### src/rtl/ulbf_data_rd_stream.sv
// ulbf_data_rd_stream: reads blocks of words from RAM port B and streams them out
// on AXI4-Stream through a small skid FIFO. One block is cfg_size words from cfg_base,
// repeated cfg_iter times. Optional macro ULBF_DATA_RD_LOOP_EN enables endless
// block repetition through cfg_loop.
module ulbf_data_rd_stream #(
    parameter int DATA_W     = 64,
    parameter int ADDR_W     = 16,
    parameter int CNT_W      = 16,
    parameter int FIFO_DEPTH = 4
) (
    input  logic              ap_clk,
    input  logic              ap_rst_n,
    input  logic              cfg_start,
    input  logic              cfg_stop,
    input  logic [ADDR_W-1:0] cfg_base,
    input  logic [CNT_W-1:0]  cfg_size,
    input  logic [CNT_W-1:0]  cfg_iter,
    input  logic              cfg_loop,
    output logic [ADDR_W-1:0] addrb,
    output logic              enb,
    input  logic [DATA_W-1:0] doutb,
    output logic [DATA_W-1:0] m_axis_tdata,
    output logic              m_axis_tvalid,
    input  logic              m_axis_tready,
    output logic              m_axis_tlast,
    output logic              sts_busy,
    output logic              sts_done,
    output logic [31:0]       sts_words
);

    localparam int PW = (FIFO_DEPTH > 2) ? $clog2(FIFO_DEPTH) : 1;

    typedef enum logic [1:0] {S_IDLE, S_RUN, S_DRAIN} state_t;

    state_t              r_state;
    logic [ADDR_W-1:0]   r_base;
    logic [CNT_W-1:0]    r_size;
    logic [CNT_W-1:0]    r_iter;
    logic [CNT_W-1:0]    r_idx;
    logic [ADDR_W-1:0]   r_rd_addr;
    logic                r_rd_vld;
    logic                r_rd_last;
    logic                r_done;
    logic [31:0]         r_words;
    logic [DATA_W-1:0]   r_mem [FIFO_DEPTH];
    logic [FIFO_DEPTH-1:0] r_last_mem;
    logic [PW-1:0]       r_wptr;
    logic [PW-1:0]       r_rptr;
    logic [PW:0]         r_cnt;

    logic                w_loop;
    logic [PW+1:0]       w_occ;
    logic                w_issue;
    logic                w_push;
    logic                w_pop;
    logic                w_blk_end;
    logic                w_start;
    logic [PW:0]         w_cnt_nxt;

`ifdef ULBF_DATA_RD_LOOP_EN
    logic                r_loop;
    assign w_loop = r_loop;
`else
    logic                w_unused_loop;
    assign w_unused_loop = cfg_loop;
    assign w_loop        = 1'b0;
`endif

    // Reads are only issued while the FIFO can absorb every outstanding word,
    // so the FIFO cannot overflow whatever tready does.
    assign w_occ     = {1'b0, r_cnt} + {{(PW+1){1'b0}}, r_rd_vld};
    assign w_issue   = (r_state == S_RUN) && (w_occ < (PW+2)'(FIFO_DEPTH));
    assign w_push    = r_rd_vld;
    assign w_pop     = (r_cnt != '0) && m_axis_tready;
    assign w_blk_end = (r_idx == r_size - 1'b1);
    assign w_start   = (r_state == S_IDLE) && cfg_start && (cfg_size != '0) && !cfg_stop;
    assign w_cnt_nxt = r_cnt + {{PW{1'b0}}, w_push} - {{PW{1'b0}}, w_pop};

    assign enb           = w_issue;
    assign addrb         = r_rd_addr;
    assign m_axis_tvalid = (r_cnt != '0);
    assign m_axis_tdata  = r_mem[r_rptr];
    assign m_axis_tlast  = r_last_mem[r_rptr] && m_axis_tvalid;
    assign sts_busy      = (r_state != S_IDLE);
    assign sts_done      = r_done;
    assign sts_words     = r_words;

    // Control FSM: latch config, walk addresses, count iterations, detect completion.
    always_ff @(posedge ap_clk or negedge ap_rst_n) begin
        if (!ap_rst_n) begin
            r_state   <= S_IDLE;
            r_base    <= '0;
            r_size    <= '0;
            r_iter    <= '0;
            r_idx     <= '0;
            r_rd_addr <= '0;
            r_done    <= 1'b0;
`ifdef ULBF_DATA_RD_LOOP_EN
            r_loop    <= 1'b0;
`endif
        end else begin
            r_done <= 1'b0;
            if (cfg_stop) begin
                r_state <= S_IDLE;
            end else begin
                case (r_state)
                    S_IDLE: if (w_start) begin
                        r_state   <= S_RUN;
                        r_base    <= cfg_base;
                        r_size    <= cfg_size;
                        r_iter    <= (cfg_iter == '0) ? CNT_W'(1) : cfg_iter;
                        r_idx     <= '0;
                        r_rd_addr <= cfg_base;
`ifdef ULBF_DATA_RD_LOOP_EN
                        r_loop    <= cfg_loop;
`endif
                    end
                    S_RUN: if (w_issue) begin
                        if (w_blk_end) begin
                            r_idx     <= '0;
                            r_rd_addr <= r_base;
                            if (!w_loop) begin
                                if (r_iter == CNT_W'(1)) r_state <= S_DRAIN;
                                else                     r_iter  <= r_iter - 1'b1;
                            end
                        end else begin
                            r_idx     <= r_idx + 1'b1;
                            r_rd_addr <= r_rd_addr + 1'b1;
                        end
                    end
                    // Leave on the edge that empties the FIFO so done follows the tlast beat directly.
                    S_DRAIN: if (!r_rd_vld && (w_cnt_nxt == '0)) begin
                        r_state <= S_IDLE;
                        r_done  <= 1'b1;
                    end
                    default: r_state <= S_IDLE;
                endcase
            end
        end
    end

    // Read-in-flight tracker; a stop discards whatever read is outstanding.
    always_ff @(posedge ap_clk or negedge ap_rst_n) begin
        if (!ap_rst_n) begin
            r_rd_vld  <= 1'b0;
            r_rd_last <= 1'b0;
        end else begin
            r_rd_vld  <= w_issue && !cfg_stop;
            r_rd_last <= w_blk_end;
        end
    end

    // Output skid FIFO holding data plus its tlast tag; flushed on stop.
    always_ff @(posedge ap_clk or negedge ap_rst_n) begin
        if (!ap_rst_n) begin
            for (int i = 0; i < FIFO_DEPTH; i++) r_mem[i] <= '0;
            r_last_mem <= '0;
            r_wptr     <= '0;
            r_rptr     <= '0;
            r_cnt      <= '0;
        end else if (cfg_stop) begin
            r_wptr <= '0;
            r_rptr <= '0;
            r_cnt  <= '0;
        end else begin
            if (w_push) begin
                r_mem[r_wptr]      <= doutb;
                r_last_mem[r_wptr] <= r_rd_last;
                r_wptr             <= r_wptr + 1'b1;
            end
            if (w_pop) r_rptr <= r_rptr + 1'b1;
            r_cnt <= w_cnt_nxt;
        end
    end

    // Accepted-beat counter, cleared by an accepted start.
    always_ff @(posedge ap_clk or negedge ap_rst_n) begin
        if (!ap_rst_n)  r_words <= '0;
        else if (w_start) r_words <= '0;
        else if (w_pop)   r_words <= r_words + 32'd1;
    end

endmodule

### config.mk
export PLATFORM = sky130hd
export DESIGN_NAME = ulbf_data_rd_stream
export DESIGN_NICKNAME = d
export VERILOG_FILES = /design/src/rtl/ulbf_data_rd_stream.sv
export SDC_FILE = /design/constraint.sdc
export NUM_CORES = 1
export LEC_CHECK = 0
export ABC_AREA = 1
export CAP_MARGIN = 20
export CORE_MARGIN = 5
export CORE_UTILIZATION = 56
export CTS_CLUSTER_SIZE = 24
export DETAILED_ROUTE_END_ITERATION = 8
export PLACE_DENSITY = 0.89
export RECOVER_POWER = 100
export SKIP_CTS_REPAIR_TIMING = 1
export SYNTH_ARGS = -nofsm -noshare
export SYNTH_HDL_FRONTEND = slang
export SYNTH_SLANG_ARGS = --single-unit
### constraint.sdc
create_clock -name ap_clk -period 3.8 [get_ports ap_clk]
set_clock_uncertainty 0.2 [all_clocks]
set_input_delay 0.95 -clock ap_clk [delete_from_list [all_inputs] [get_ports ap_clk]]
set_output_delay 0.95 -clock ap_clk [all_outputs]
set_load 0.01 [all_outputs]
==> Yosys cells after proc, flatten, opt, wreduce, memory -nomap -nowiden <==
Index checks and enable logic that the tools add are counted.
{ "word_totals": {"n_memories": 0, "rom_bits": 0, "latchBits": 0, "mem_bits_rw": 0, "wordCells": 120, "ff_bits": 384} }
{ "classes": {"n_bitwise": 3, "reduce_logical": 27, "n_eq_ne": 13, "n_mux": 42, "n_mul": 0, "order_cmp": 7, "div": 0, "shifts": 0, "addsub": 10} }
{ "ops": {"columns": ["operator", "count"], "rows": [
  ["$bwmux W256", 1],
  ["$mux W64", 3],
  ["$mux W16", 11],
  ["$bmux W64 S2", 1],
  ["$demux W64 S2", 1],
  ["$pmux W16 S2", 3],
  ["$mux W32", 2],
  ["$add A16 B1 Y16 const B", 2],
  ["$add A32 B1 Y32 const B", 1],
  ["$sub A16 B1 Y16 const B", 2],
  ["$mux W2", 10],
  ["$eq A16 B1 Y1 const B", 1],
  ["$eq A16 B16 Y1", 1],
  ["$logic_not A16 Y1", 1],
  ["$reduce_bool A16 Y1", 1],
  ["$ne A3 B3 Y1 const B", 4],
  ["$logic_and A1 B1 Y1", 10],
  ["$reduce_bool A2 Y1", 5],
  ["$ne A2 B2 Y1 const B", 4],
  ["$ge A3 B3 Y1 const B", 2],
  ["$lt A2 B3 Y1 const B", 2],
  ["$not A2 Y3", 2],
  ["$pmux W2 S3", 1],
  ["$reduce_and A6 Y1", 1],
  ["24 further kinds", 30]
]} }

==> Depth between registers and ports, before layout <==
{ "depth": {"word_depth": 8, "ltp_mapped": 18, "mapped_depth_nobuf": 18} }

==> Worst setup path after synthesis <==
Ideal clock, no wire load.
{ "synth_timing": {"path_kind": "input-to-reg", "start": "input m_axis_tready", "end": "register r_state[0]", "t_arrival_ns": 3.025, "path_buffers": 0, "path_stages": 14, "path_slack_ns": 0.435, "path_cell_list": "nand2_1 -> clkinv_1 -> ha_1 -> inv_1 -> ha_1 -> inv_1 -> fa_1 -> xnor2_1 -> nand4_1 -> nand4_1 -> nand2_1 -> or2_2 -> nand2_1 -> o21ai_0"} }
{ "synth_between": {"elab_chain_len": 6} }
{ "synth_rtl": {"columns": ["element", "line", "source"], "rows": [
  ["start: declaration", "24", "input logic m_axis_tready,"],
  ["$logic_and A1 B1 Y1", "74", "assign w_pop = (r_cnt != '0) && m_axis_tready;"],
  ["$sub A3 B1 Y3", "77", "assign w_cnt_nxt = r_cnt + {{PW{1'b0}}, w_push} - {{PW{1'b0}}, w_pop};"],
  ["$logic_not A3 Y1", "132", "S_DRAIN: if (!r_rd_vld && (w_cnt_nxt == '0)) begin"],
  ["$logic_and A1 B1 Y1", "132", null],
  ["$ne A3 B3 Y1 (no line)", null, null],
  ["$reduce_and A5 Y1 (no line)", null, null],
  ["end signal: assignment", "123", "if (r_iter == CNT_W'(1)) r_state <= S_DRAIN;"],
  ["end signal: assignment", "133", "r_state <= S_IDLE;"],
  ["end signal: assignment", "136", "default: r_state <= S_IDLE;"],
  ["end: declaration", "35", "state_t r_state;"]
]} }
No other way between the ends.
A chain may end at the register's enable or synchronous reset.

==> Worst setup path after layout <==
{ "layout_timing": {"start": "register r_rptr[0]", "end": "output m_axis_tdata[27]"} }
{ "layout_between": {"elab_chain_len": 4} }
{ "layout_rtl": {"columns": ["element", "line", "source"], "rows": [
  ["start: declaration", "48", "logic [PW-1:0] r_rptr;"],
  ["start signal: assignment", "171", "if (w_pop) r_rptr <= r_rptr + 1'b1;"],
  ["$not A2 Y3 (implied by the code)", "82", "assign m_axis_tdata = r_mem[r_rptr];"],
  ["$bmux W64 S2", "82", null],
  ["$mux W64 (implied by the code) (2 in series)", "82", null],
  ["end: declaration", "22", "output logic [DATA_W-1:0] m_axis_tdata,"]
]} }
No other way between the ends. The select of a mux whose other input is x is not followed.

==> flow_metrics.env <==
export IMPL_cp_end_kind="primary output"
export IMPL_first_pass_iters=6
export IMPL_clk_latency_ns=0.53
export IMPL_grt_overflow_total=0
export IMPL_dpl_hpwl_um=33600
export IMPL_cts_root_buf="clkbuf_16"
export IMPL_dieArea_sq_um=37700
export IMPL_clockBufferDepth=3
export IMPL_vias=17600
export IMPL_drt_iter0_markers=1636
export IMPL_finalCriticalPeriod_ns=3.69
export IMPL_required_ns=2.65
export IMPL_ios=235
export IMPL_grt_max_degree=132
export IMPL_cp_start_kind="register"
export IMPL_yosysWarnings=0
export IMPL_finalSetupViolCount=0
export IMPL_num_nets_final=2709
export IMPL_vias_per_cell=5.77
export IMPL_hold_viol_final=0
export IMPL_rows=67
export IMPL_clock_sinks=384
export IMPL_antenna_found_initial=1
export IMPL_vdd_drop_max_mv=0.448
export IMPL_grtUsageTotal_pct=26.9
export IMPL_numCtsBuffers=41
export IMPL_relSlewSlack_pct=-88.5
export IMPL_initial_core_util_pct=56.6
export IMPL_worstMarginPinSlew_ns=2.83
export IMPL_synthCells=2399
export IMPL_violations="capacitance limit, slew limit"
export IMPL_portBuffers=233
export IMPL_drc_errors=0
export IMPL_cp_max_fo=131
export IMPL_synth_nets=2531
export IMPL_cpPeakStageDelay_ns=0.66
export IMPL_yosysTopAreaCellShare_pct=50.6
export IMPL_stdcell_area_sq_um=23200
export IMPL_htree_levels=2
export IMPL_synthToLayoutAreaGrowth_pct=22.0
export IMPL_ys_seq_area_share_pct=50.6
export IMPL_layout_common_cells="538 x nand2_1, 448 x o21ai_0, 382 x dfrtp_1, 268 x nor2_1, 200 x inv_1"
export IMPL_fp_dieW_um=194
export IMPL_post_drt_wl_per_cell_um=16.9
export IMPL_avgSynthCellArea_sq_um=7.92
export IMPL_tritoncts="built"
export IMPL_regArea_sq_um=9610
export IMPL_coreArea_sq_um=33500
export IMPL_crit_arrival_ns=2.54
export IMPL_placed_cell_area_sq_um=21800
export IMPL_synth_top_cells_by_area="dfrtp_1 51%, o21ai_0 12%, nand2_1 11%"
export IMPL_synthesis_area_sq_um=19000
export IMPL_leakage_nw=11.0
export IMPL_gp_congestion=0.903
export IMPL_fmax_mhz=271
export IMPL_grt_pass1_vias=17500
export IMPL_drive_above_1_share_pct=5.21
export IMPL_synth_lib_cells_used_distinct=46
export IMPL_final_setup_worst_slack_ns=0.105
export IMPL_ys_ff_latch=384
export IMPL_dp_slack_ns=-0.0284
export IMPL_grt_pass1_wl_um=86200
export IMPL_fill_cells=2562
export IMPL_synth_top_area_cell="dfrtp_1"
export IMPL_outcome="finished, violations left"
export IMPL_final_common_cell="nand2_1"
export IMPL_ant_nets=0
export IMPL_die_y_um=194
export IMPL_min_period_over_period_pct=97.2
export IMPL_p_per_area_nw_per_um2=688
export IMPL_crit_type="register to primary output"
export IMPL_maxCapViolations=1
export IMPL_multi_input_area_sq_um=8080
export IMPL_cp_slowest_cell="dlygate4sd3_1"
export IMPL_report_final_slew_viol_count=46
export IMPL_cts_clk_slew_worst_paths_ns=0.06
export IMPL_crit_chain="buf_16, o21ai_0, o22ai_1, dlygate4sd3_1"
export IMPL_routed_wl_um=51800
export IMPL_hold_class="register to register"
export IMPL_rsz0062_at_grt="no"
## cells by family (layout without fill, tap and decap cells)
logic type,Yosys count,count (layout),synth area share (%)
xor+xnor,58,58,2.83
other cells,0,1,0
buf+inv,341,551,6.90
flops,384,384,50.6
fa+ha+maj,14,14,0.962
compound gates,584,584,16.1
simple gates,1018,1018,22.6
## report_power, final
group	internal [mW]	switching (mW)	leakage (nW)
clock network	2.62	1.67	0.726
registers	5.05	0.733	5.12
logic	2.42	3.44	5.16
total	10.1	5.85	11.0
## layer usage
layer / vias to the layer above / track usage [%] / part of all wire (%)
li1: 8231 / - / -
met1: 8456 / 35.8 / 41
met2: 808 / 45.4 / 49
met3: 136 / 3.70 / 7.4
met4: 0 / 9.87 / 3.4
met5: - / 0 / 0
## critical path, delay by kind of cell (launching register included)
family	cells	cell delay, ns
buf+inv	2	1.04
compound gates	2	0.48
flops	1	0.44
## synth_stat cells (all sizes together)
cell type  instances
nand3b             6
and3               1
xnor2             15
a211oi             2
nand3             89
dfrtp            384
or2                7
nand2            547
o221a              1
o21a               3
nor2b              1
a22oi              1
xnor3              1
a21oi             49
a31oi              1
or3                1
nor2             279
o31ai              9
clkbuf           123
a41oi              1
o22ai             65
fa                 1
nand4             41
clkinv             1
a21o               1
xor2              42
buf               11
o21ai            450
nor4              11
a21boi             1
ha                13
inv              206
nor3              35
## final cells by class
cell class | count | area share (%)
sequential | 384 | 41.5
multi-input combinational | 1674 | 34.9
timing repair buffer | 269 | 11.4
clock buffer | 58 | 5.13
inverter | 207 | 3.36
tap | 448 | 2.42
clock inverter | 17 | 1.28
antenna | 1 | 0.0108
## sequential cells by signal, indices dropped and copies added (netlist names)
name and flops:
r_rptr 2, addrb 16, r_iter 16, r_base 16, r_state 2, r_mem 256, r_wptr 2, r_idx 16
r_last_mem 4, sts_words 32, r_rd_last 1, r_cnt 3, r_size 16, r_rd_vld 1, sts_done 1
## worst paths after layout
kind / slack (ns) / from / depth (start not counted) / end
min in group asynchronous: 1.12 / ap_rst_n / 1 / r_mem[48]$_DFFE_PN0P_
setup / recovery: 0.11 / r_rptr[0]$_DFFE_PN0P_ / 4 / m_axis_tdata[27]
hold / removal: 0.28 / r_mem[138]$_DFFE_PN0P_ / 2 / r_mem[138]$_DFFE_PN0P_
hold reg to reg: 0.28 / r_mem[138]$_DFFE_PN0P_ / 2 / r_mem[138]$_DFFE_PN0P_
max in group asynchronous: 0.48 / ap_rst_n / 2 / addrb[6]$_DFFE_PN0P_
setup reg to reg: 0.48 / r_cnt[1]$_DFF_PN0_ / 16 / r_state[0]$_DFFE_PN0P_
## stage by stage
step	total power [mW]	hold slack, ns	TNS [ns]	std cells	util, %
after global routing	16.9	0.297	0	3058	69.1
after global placement	11.6	0.260	0	2982	65.2
after detailed placement	11.9	0.268	-0.0357	2982	65.2
after CTS	16.2	0.109	0	3057	69.6
after floorplan	9.23	0.242	0	2399	-
final	15.9	0.281	0	3058	69.1
No activity file was read; power rests on OpenSTA's default activity.
